[config.mk]
export PLATFORM = sky130hd
export DESIGN_NAME = systolic_mac_pe_flat
export DESIGN_NICKNAME = d
export VERILOG_FILES = /design/src/rtl/systolic_mac_pe_if.sv /design/src/rtl/systolic_mac_pe.sv /design/src/flat_wrapper.sv
export SDC_FILE = /design/constraint.sdc
export NUM_CORES = 1
export LEC_CHECK = 0
export CAP_MARGIN = 20
export CORE_AREA = 2 2 148 92
export CTS_CLUSTER_DIAMETER = 40
export CTS_CLUSTER_SIZE = 8
export DETAILED_ROUTE_END_ITERATION = 12
export DIE_AREA = 0 0 150 94
export PLACE_DENSITY = 0.68
export RECOVER_POWER = 50
export SLEW_MARGIN = 30
export SYNTH_ARGS = -nofsm -noshare
export SYNTH_HDL_FRONTEND = slang
export SYNTH_SLANG_ARGS = --single-unit
[constraint.sdc]
create_clock -name clk -period 15.46 [get_ports clk]
set_clock_uncertainty 0.15 [all_clocks]
set_input_delay 4.638 -clock clk [delete_from_list [all_inputs] [get_ports clk]]
set_output_delay 4.638 -clock clk [all_outputs]
set_load 0.02 [all_outputs]
[src/rtl/systolic_mac_pe_if.sv]
`default_nettype none
// +--------------------------------------------------------------------------+
// | Module   : systolic_mac_pe_if                                            |
// | Purpose  : Bundles the operand, control and chain signals of one         |
// |            systolic MAC processing element.                              |
// |   master : drives mode, valid_in, a_in, b_in, c_in;                       |
// |            observes a_out, b_out, valid_out, c_out, ovf                  |
// |   slave  : the processing element itself (mirror directions)            |
// | Revision : 1.0 - initial release                                         |
// +--------------------------------------------------------------------------+
interface systolic_mac_pe_if #(
  parameter int DATA_W = 8,
  parameter int ACC_W  = 24
);
  logic [1:0]        mode;
  logic              valid_in;
  logic [DATA_W-1:0] a_in;
  logic [DATA_W-1:0] b_in;
  logic [ACC_W-1:0]  c_in;
  logic [DATA_W-1:0] a_out;
  logic [DATA_W-1:0] b_out;
  logic              valid_out;
  logic [ACC_W-1:0]  c_out;
  logic              ovf;

  modport master (
    output mode, valid_in, a_in, b_in, c_in,
    input  a_out, b_out, valid_out, c_out, ovf
  );

  modport slave (
    input  mode, valid_in, a_in, b_in, c_in,
    output a_out, b_out, valid_out, c_out, ovf
  );
endinterface
`default_nettype wire

[src/rtl/systolic_mac_pe.sv]
`default_nettype none
// +--------------------------------------------------------------------------+
// | Module   : systolic_mac_pe                                               |
// | Purpose  : Systolic-array MAC tile. Two-stage multiply/accumulate with    |
// |            signed/unsigned and wrap/saturate options, 1-cycle forwarding |
// |            of a/b/valid, and a c chain for preload and partial-sum drain.|
// | Ports    : clk  - clock, rising edge                                     |
// |            rst  - synchronous active-high reset                          |
// |            pe   - slave side of systolic_mac_pe_if (operands, mode,      |
// |                   chain input, forwarded operands, c_out, ovf)           |
// | Revision : 1.0 - initial release                                         |
// +--------------------------------------------------------------------------+
module systolic_mac_pe #(
  parameter int DATA_W   = 8,
  parameter int ACC_W    = 24,
  parameter int SIGNED   = 0,
  parameter int SATURATE = 0
) (
  input  logic               clk,
  input  logic               rst,
  systolic_mac_pe_if.slave   pe
);

  localparam logic [1:0] MODE_ACCUM = 2'b00;
  localparam logic [1:0] MODE_LOAD  = 2'b01;
  localparam logic [1:0] MODE_DRAIN = 2'b10;
  localparam logic [1:0] MODE_CLEAR = 2'b11;
  localparam int         PROD_W     = 2 * DATA_W;
  localparam int         EXT_W      = ACC_W - PROD_W;

  if (ACC_W < PROD_W) begin : g_bad_acc_w
    $error("systolic_mac_pe: ACC_W must be at least 2*DATA_W");
  end

  logic [DATA_W-1:0] a_q, b_q;
  logic              valid_q;
  logic [PROD_W-1:0] prod_q, prod_d;
  logic              pvalid_q;
  logic [ACC_W-1:0]  acc_q, acc_d;
  logic              ovf_q, ovf_d;
  logic [ACC_W-1:0]  c_q, c_d;

  logic [ACC_W-1:0]  prod_ext;
  logic [ACC_W:0]    sum;
  logic              add_ovf;
  logic [ACC_W-1:0]  sat_val;

  // Stage 1 multiplier: operands widened to the product width first so the
  // low PROD_W bits of the multiply are exact in either arithmetic.
  if (SIGNED != 0) begin : g_smul
    logic [PROD_W-1:0] a_sx, b_sx;
    assign a_sx   = {{DATA_W{pe.a_in[DATA_W-1]}}, pe.a_in};
    assign b_sx   = {{DATA_W{pe.b_in[DATA_W-1]}}, pe.b_in};
    assign prod_d = a_sx * b_sx;
  end else begin : g_umul
    assign prod_d = {{DATA_W{1'b0}}, pe.a_in} * {{DATA_W{1'b0}}, pe.b_in};
  end

  // Widen the registered product to accumulator width.
  if (EXT_W > 0 && SIGNED != 0) begin : g_sext
    assign prod_ext = {{EXT_W{prod_q[PROD_W-1]}}, prod_q};
  end else if (EXT_W > 0) begin : g_zext
    assign prod_ext = {{EXT_W{1'b0}}, prod_q};
  end else begin : g_noext
    assign prod_ext = prod_q;
  end

  assign sum = {1'b0, acc_q} + {1'b0, prod_ext};

  if (SIGNED != 0) begin : g_sovf
    // Carry into the sign bit differs from carry out exactly when both addends
    // share a sign and the result sign flips.
    assign add_ovf = sum[ACC_W] ^ sum[ACC_W-1] ^ acc_q[ACC_W-1] ^ prod_ext[ACC_W-1];
    // Signed overflow direction follows the (common) addend sign.
    assign sat_val = acc_q[ACC_W-1] ? {1'b1, {(ACC_W-1){1'b0}}}
                                    : {1'b0, {(ACC_W-1){1'b1}}};
  end else begin : g_uovf
    assign add_ovf = sum[ACC_W];
    assign sat_val = '1;
  end

  // Stage 2: accumulator, overflow flag and chain register next state.
  always_comb begin
    acc_d = acc_q;
    ovf_d = ovf_q;
    c_d   = (pe.mode == MODE_DRAIN) ? pe.c_in : acc_q;
    if (pe.mode == MODE_CLEAR) begin
      acc_d = '0;
      ovf_d = 1'b0;
    end else if (pe.mode == MODE_LOAD) begin
      acc_d = pe.c_in;
      ovf_d = 1'b0;
    end else if (pvalid_q) begin
      // Reached in ACCUM and DRAIN so the last pair before a drain still lands.
      acc_d = sum[ACC_W-1:0];
      if (add_ovf) begin
        ovf_d = 1'b1;
        if (SATURATE != 0) begin
          acc_d = sat_val;
        end
      end
    end
  end

  always_ff @(posedge clk) begin
    if (rst) begin
      a_q      <= '0;
      b_q      <= '0;
      valid_q  <= 1'b0;
      prod_q   <= '0;
      pvalid_q <= 1'b0;
      acc_q    <= '0;
      ovf_q    <= 1'b0;
      c_q      <= '0;
    end else begin
      a_q      <= pe.a_in;
      b_q      <= pe.b_in;
      valid_q  <= pe.valid_in;
      prod_q   <= prod_d;
      pvalid_q <= pe.valid_in && (pe.mode == MODE_ACCUM);
      acc_q    <= acc_d;
      ovf_q    <= ovf_d;
      c_q      <= c_d;
    end
  end

  assign pe.a_out     = a_q;
  assign pe.b_out     = b_q;
  assign pe.valid_out = valid_q;
  assign pe.c_out     = c_q;
  assign pe.ovf       = ovf_q;

endmodule
`default_nettype wire

[src/flat_wrapper.sv]
// flat-port wrapper written by rule: the top's interface ports become plain ports
module systolic_mac_pe_flat 
#(
  parameter int DATA_W   = 8,
  parameter int ACC_W    = 24,
  parameter int SIGNED   = 0,
  parameter int SATURATE = 0
)
  (clk, rst, pe_mode, pe_valid_in, pe_a_in, pe_b_in, pe_c_in, pe_a_out, pe_b_out, pe_valid_out, pe_c_out, pe_ovf);
  systolic_mac_pe_if #(.DATA_W(DATA_W), .ACC_W(ACC_W)) pe_i ();
  input  logic clk;
  input  logic rst;
  input wire logic [$bits(pe_i.mode)-1:0] pe_mode;
  input wire logic [$bits(pe_i.valid_in)-1:0] pe_valid_in;
  input wire logic [$bits(pe_i.a_in)-1:0] pe_a_in;
  input wire logic [$bits(pe_i.b_in)-1:0] pe_b_in;
  input wire logic [$bits(pe_i.c_in)-1:0] pe_c_in;
  output wire logic [$bits(pe_i.a_out)-1:0] pe_a_out;
  output wire logic [$bits(pe_i.b_out)-1:0] pe_b_out;
  output wire logic [$bits(pe_i.valid_out)-1:0] pe_valid_out;
  output wire logic [$bits(pe_i.c_out)-1:0] pe_c_out;
  output wire logic [$bits(pe_i.ovf)-1:0] pe_ovf;
  assign pe_i.mode = pe_mode;
  assign pe_i.valid_in = pe_valid_in;
  assign pe_i.a_in = pe_a_in;
  assign pe_i.b_in = pe_b_in;
  assign pe_i.c_in = pe_c_in;
  assign pe_a_out = pe_i.a_out;
  assign pe_b_out = pe_i.b_out;
  assign pe_valid_out = pe_i.valid_out;
  assign pe_c_out = pe_i.c_out;
  assign pe_ovf = pe_i.ovf;
  systolic_mac_pe #(.DATA_W(DATA_W), .ACC_W(ACC_W), .SIGNED(SIGNED), .SATURATE(SATURATE)) u_core (.clk(clk), .rst(rst), .pe(pe_i));
endmodule
==> impl_metrics.json <==
{
  "status": "finished with violations",
  "violations": "max-capacitance violations, max-slew violations",
  "final_hold_viol_count": 0,
  "clockBufferDepth": 2,
  "p_sw_share_pct": 36.31,
  "cts.sinks": 83,
  "start_util_pct": 44.64,
  "p_int_mw": 0.4834,
  "wl_met1_mm": 6.609,
  "rsz0062_at_grt": "false",
  "yosysUniqueCellTypes": 50,
  "fin_ws_ns": 6.130,
  "io_pins": 87,
  "clkPwrFrac_pct": 27.6,
  "instances_no_fill": 896,
  "worstReg2RegStart": "u_core.acc_q[0]",
  "cts_resized": 0,
  "post-route-util_pct": 54.82,
  "power_density_mw_per_mm2": 109.4,
  "async_reset_ff_share_pct": 0,
  "maxCapViolCount": 1,
  "grt_start_max_net_pins": 66,
  "cts_buffers": 9,
  "yosysTopAreaCell": "dfxtp_1",
  "dp.cells": 880,
  "grt_pass1_vias": 4661,
  "pwr-share-comb_pct": 40.2,
  "rrSetupSlack_ns": 12.71,
  "netlist_area_mm2": 0.005648,
  "syn_area_per_cell_um2": 8.797,
  "drv_slew": 66,
  "fin_crit_ns": 9.330,
  "crit_chain": "clkdlybuf4s50_1 -> nand2_1 -> fa_1 -> fa_1 -> inv_1 -> fa_1 -> inv_1 -> fa_1 -> inv_1 -> ha_1 -> o21ai_0 -> nand2b_1 -> a311oi_1 -> o21ai_1 -> o21ai_0 -> xor2_1 -> nor2_1",
  "drt_iter0_markers": 255,
  "max_freq_mhz": 107.2,
  "cts_tree": "done",
  "yosysSeqAreaShare_pct": 29.42,
  "place_area_mm2": 0.006658,
  "r2r_cells": 10,
  "setup.worst_path.class": "in2reg",
  "ctsHoldBuffers": 0,
  "clk_latency_ns": 0.35,
  "htreeDepth": 3,
  "yosys_warnings": 0,
  "arrival_ns": 9.30,
  "path_clk_slew_ns": 0.07,
  "wl_met3_um": 885,
  "wire_per_inst_um": 14.80,
  "place_ws_ns": 5.878,
  "vias": 4730,
  "power_frac_seq_pct": 32.2,
  "crit_path_end_kind": "flip-flop",
  "synth.top_cell.area_share_pct": 29.42,
  "ys_ff_latch": 83,
  "synth-edff-count": 0,
  "wirelength_mm": 13.26,
  "area_growth_syn_to_layout_pct": 22.80,
  "dieWidth_um": 150,
  "dp.final_hpwl_mm": 10.21,
  "grt_usage_pct": 20.25,
  "holdPathStages": 2,
  "core_mm2": 0.01265,
  "highest_layer": "met4",
  "via_per_inst": 5.279,
  "min_period_over_period_pct": 60.35,
  "firstDrtPassIters": 5,
  "synth_area_leaders": "dfxtp_1 (29%), fa_1 (13%), ha_1 (12%), and2_1 (5.2%), nand2_1 (5.2%)",
  "antenna_cells": 0,
  "nets": 855,
  "synth_nets": 776,
  "hold_class": "reg2reg",
  "grt_overflow": 0,
  "timing.rr.end": "u_core.acc_q[20]",
  "crit_path_frequent_cell": "fa_1",
  "p_leak_nw": 3.085,
  "hp-start": "u_core.acc_q[18]",
  "die_height_um": 94,
  "post_cts_buffers": 0,
  "cp-start-kind": "primary input",
  "slew_headroom_pct": -93.87,
  "ir_drop_mv": 0.06918,
  "drcViolationCount": 0,
  "cp.required_ns": 15.43,
  "antenna_left": 0,
  "num_rows": 32,
  "antenna_found_initial": 0,
  "worstMarginPinSlew_ns": 2.908,
  "place_congestion": 0.8434,
  "synthFlopType": "dfxtp_1",
  "dr_wl_met2_mm": 5.652,
  "switchingPower_mw": 0.2755,
  "cts_root_buf": "clkbuf_16",
  "slowest_delay_ns": 0.68,
  "die-area_mm2": 0.01410,
  "grt_pass1_wl_mm": 22.76,
  "finalSetupViolations": 0,
  "cp_max_fo": 9,
  "fin_area_mm2": 0.006935,
  "min_to": "u_core.pe.c_out[18]",
  "io_buffers": 86,
  "synthCells": 642,
  "drive_gt1_share_pct": 3.994,
  "tns_ns": 0,
  "worst_path_max_delay_cell": "clkdlybuf4s50_1"
}
[cell usage after synthesis, types with 2 or more instances]
| master | n |
|---|---|
| a211oi_1 | 7 |
| a21o_1 | 8 |
| a21oi_1 | 54 |
| a31oi_1 | 8 |
| a41oi_1 | 2 |
| and2_1 | 47 |
| and3_1 | 8 |
| buf_1 | 3 |
| buf_2 | 2 |
| clkbuf_1 | 17 |
| dfxtp_1 | 83 |
| fa_1 | 37 |
| ha_1 | 52 |
| inv_1 | 52 |
| mux2i_1 | 8 |
| nand2_1 | 78 |
| nand2b_1 | 8 |
| nand3_1 | 16 |
| nand4_1 | 3 |
| nor2_1 | 20 |
| nor2b_1 | 26 |
| nor3_1 | 10 |
| nor3b_1 | 7 |
| nor4b_1 | 2 |
| o211ai_1 | 3 |
| o211ai_2 | 2 |
| o21a_1 | 3 |
| o21ai_0 | 19 |
| o21ai_1 | 6 |
| o22ai_1 | 5 |
| or3_1 | 2 |
| xnor2_1 | 10 |
| xor2_1 | 17 |
[power groups by stage]
stage,registers (mW),clock network (mW),logic [mW]
after CTS,0.245,0.214,0.307
after detailed placement,0.249,0,0.304
final,0.244,0.210,0.305
after global placement,0.249,0,0.296
after floorplan,0.254,0,0.223
after global routing,0.247,0.223,0.347
[flip-flops by register name (all words and copies together), names as in the netlist]
signal and count:
u_core.acc_q 24, u_core.pe.c_out 24, u_core.prod_q 16, u_core.pe.a_out 8, u_core.pe.b_out 8, u_core.pe.ovf 1, u_core.pe.valid_out 1, u_core.pvalid_q 1
[critical path: cells and delay by family]
kind | cells | cell delay, ns
adders and majority gates | 5 | 2.46
buffers and inverters | 4 | 0.84
AOI/OAI and AO/OA | 4 | 0.83
and+or+nand+nor | 3 | 0.29
xor gates and xnor gates | 1 | 0.22
[metal layers]
layer / up-vias / GRT usage, %
met4: 0 / 3.774
met1: 2264 / 29.13
met2: 136 / 31.24
li1: 2316 / -
met3: 14 / 4.757
met5: - / 0
[cell type report]
type | count | area (µm²)
Clock buffer | 9 | 225.2
Clock inverter | 7 | 62.56
Fill cell | 1177 | 5717
Inverter | 52 | 195.2
Multi-Input combinational cell | 483 | 3685
Sequential cell | 83 | 1662
Tap cell | 170 | 212.7
Timing Repair Buffer | 92 | 893.4
[through the flow]
step	power [mW]	hold slack, ns
final	0.7589	0.3413
after global routing	0.8170	0.3720
after CTS	0.7660	0.3401
after detailed placement	0.5538	0.3297
after global placement	0.5450	0.3259
after floorplan	0.4765	0.2988
[cell usage in the layout, fill, tap and decap left out, types with 3 or more instances in the layout]
master and instances:
nand3_1 16, ha_1 52, a31oi_1 8, mux2i_1 8
xnor2_1 10, and3_1 8, o21ai_0 19, nor3b_1 7
and2_1 47, dlygate4sd3_1 30, clkbuf_16 9, o21ai_1 6
a21oi_1 54, o211ai_1 3, inv_6 4, o21a_1 3
fa_1 37, a21o_1 8, nor2_1 20, nand2_1 78
nand2b_1 7, o22ai_1 5, inv_1 52, xor2_1 17
a211oi_1 8, nor3_1 10, clkdlybuf4s50_1 55, dfxtp_1 83
buf_4 4, nand4_1 3, nor2b_1 26
[cells by family after synthesis]
kind of cell / Yosys count / share of synthesized area [%]
and+or+nand+nor: 229 / 20.71
AOI/OAI and AO/OA: 130 / 14.33
adders and majority gates: 89 / 24.63
DFF: 83 / 29.42
buffers and inverters: 76 / 5.295
xor gates and xnor gates: 27 / 4.187
muxes: 8 / 1.418
[worst max path at each step]
| stage | from | end | slack, ns |
|---|---|---|---|
| global placement | pe_b_in[7] | u_core.prod_q[15] | 6.01 |
| finish | pe_b_in[7] | u_core.prod_q[14] | 6.13 |
| global route | pe_b_in[7] | u_core.prod_q[14] | 5.77 |
| CTS | pe_b_in[7] | u_core.prod_q[14] | 6.23 |
| floorplan | pe_b_in[7] | u_core.prod_q[15] | 6.78 |
| detailed placement | pe_b_in[7] | u_core.prod_q[15] | 5.88 |
(Power assumes the default switching activity.)
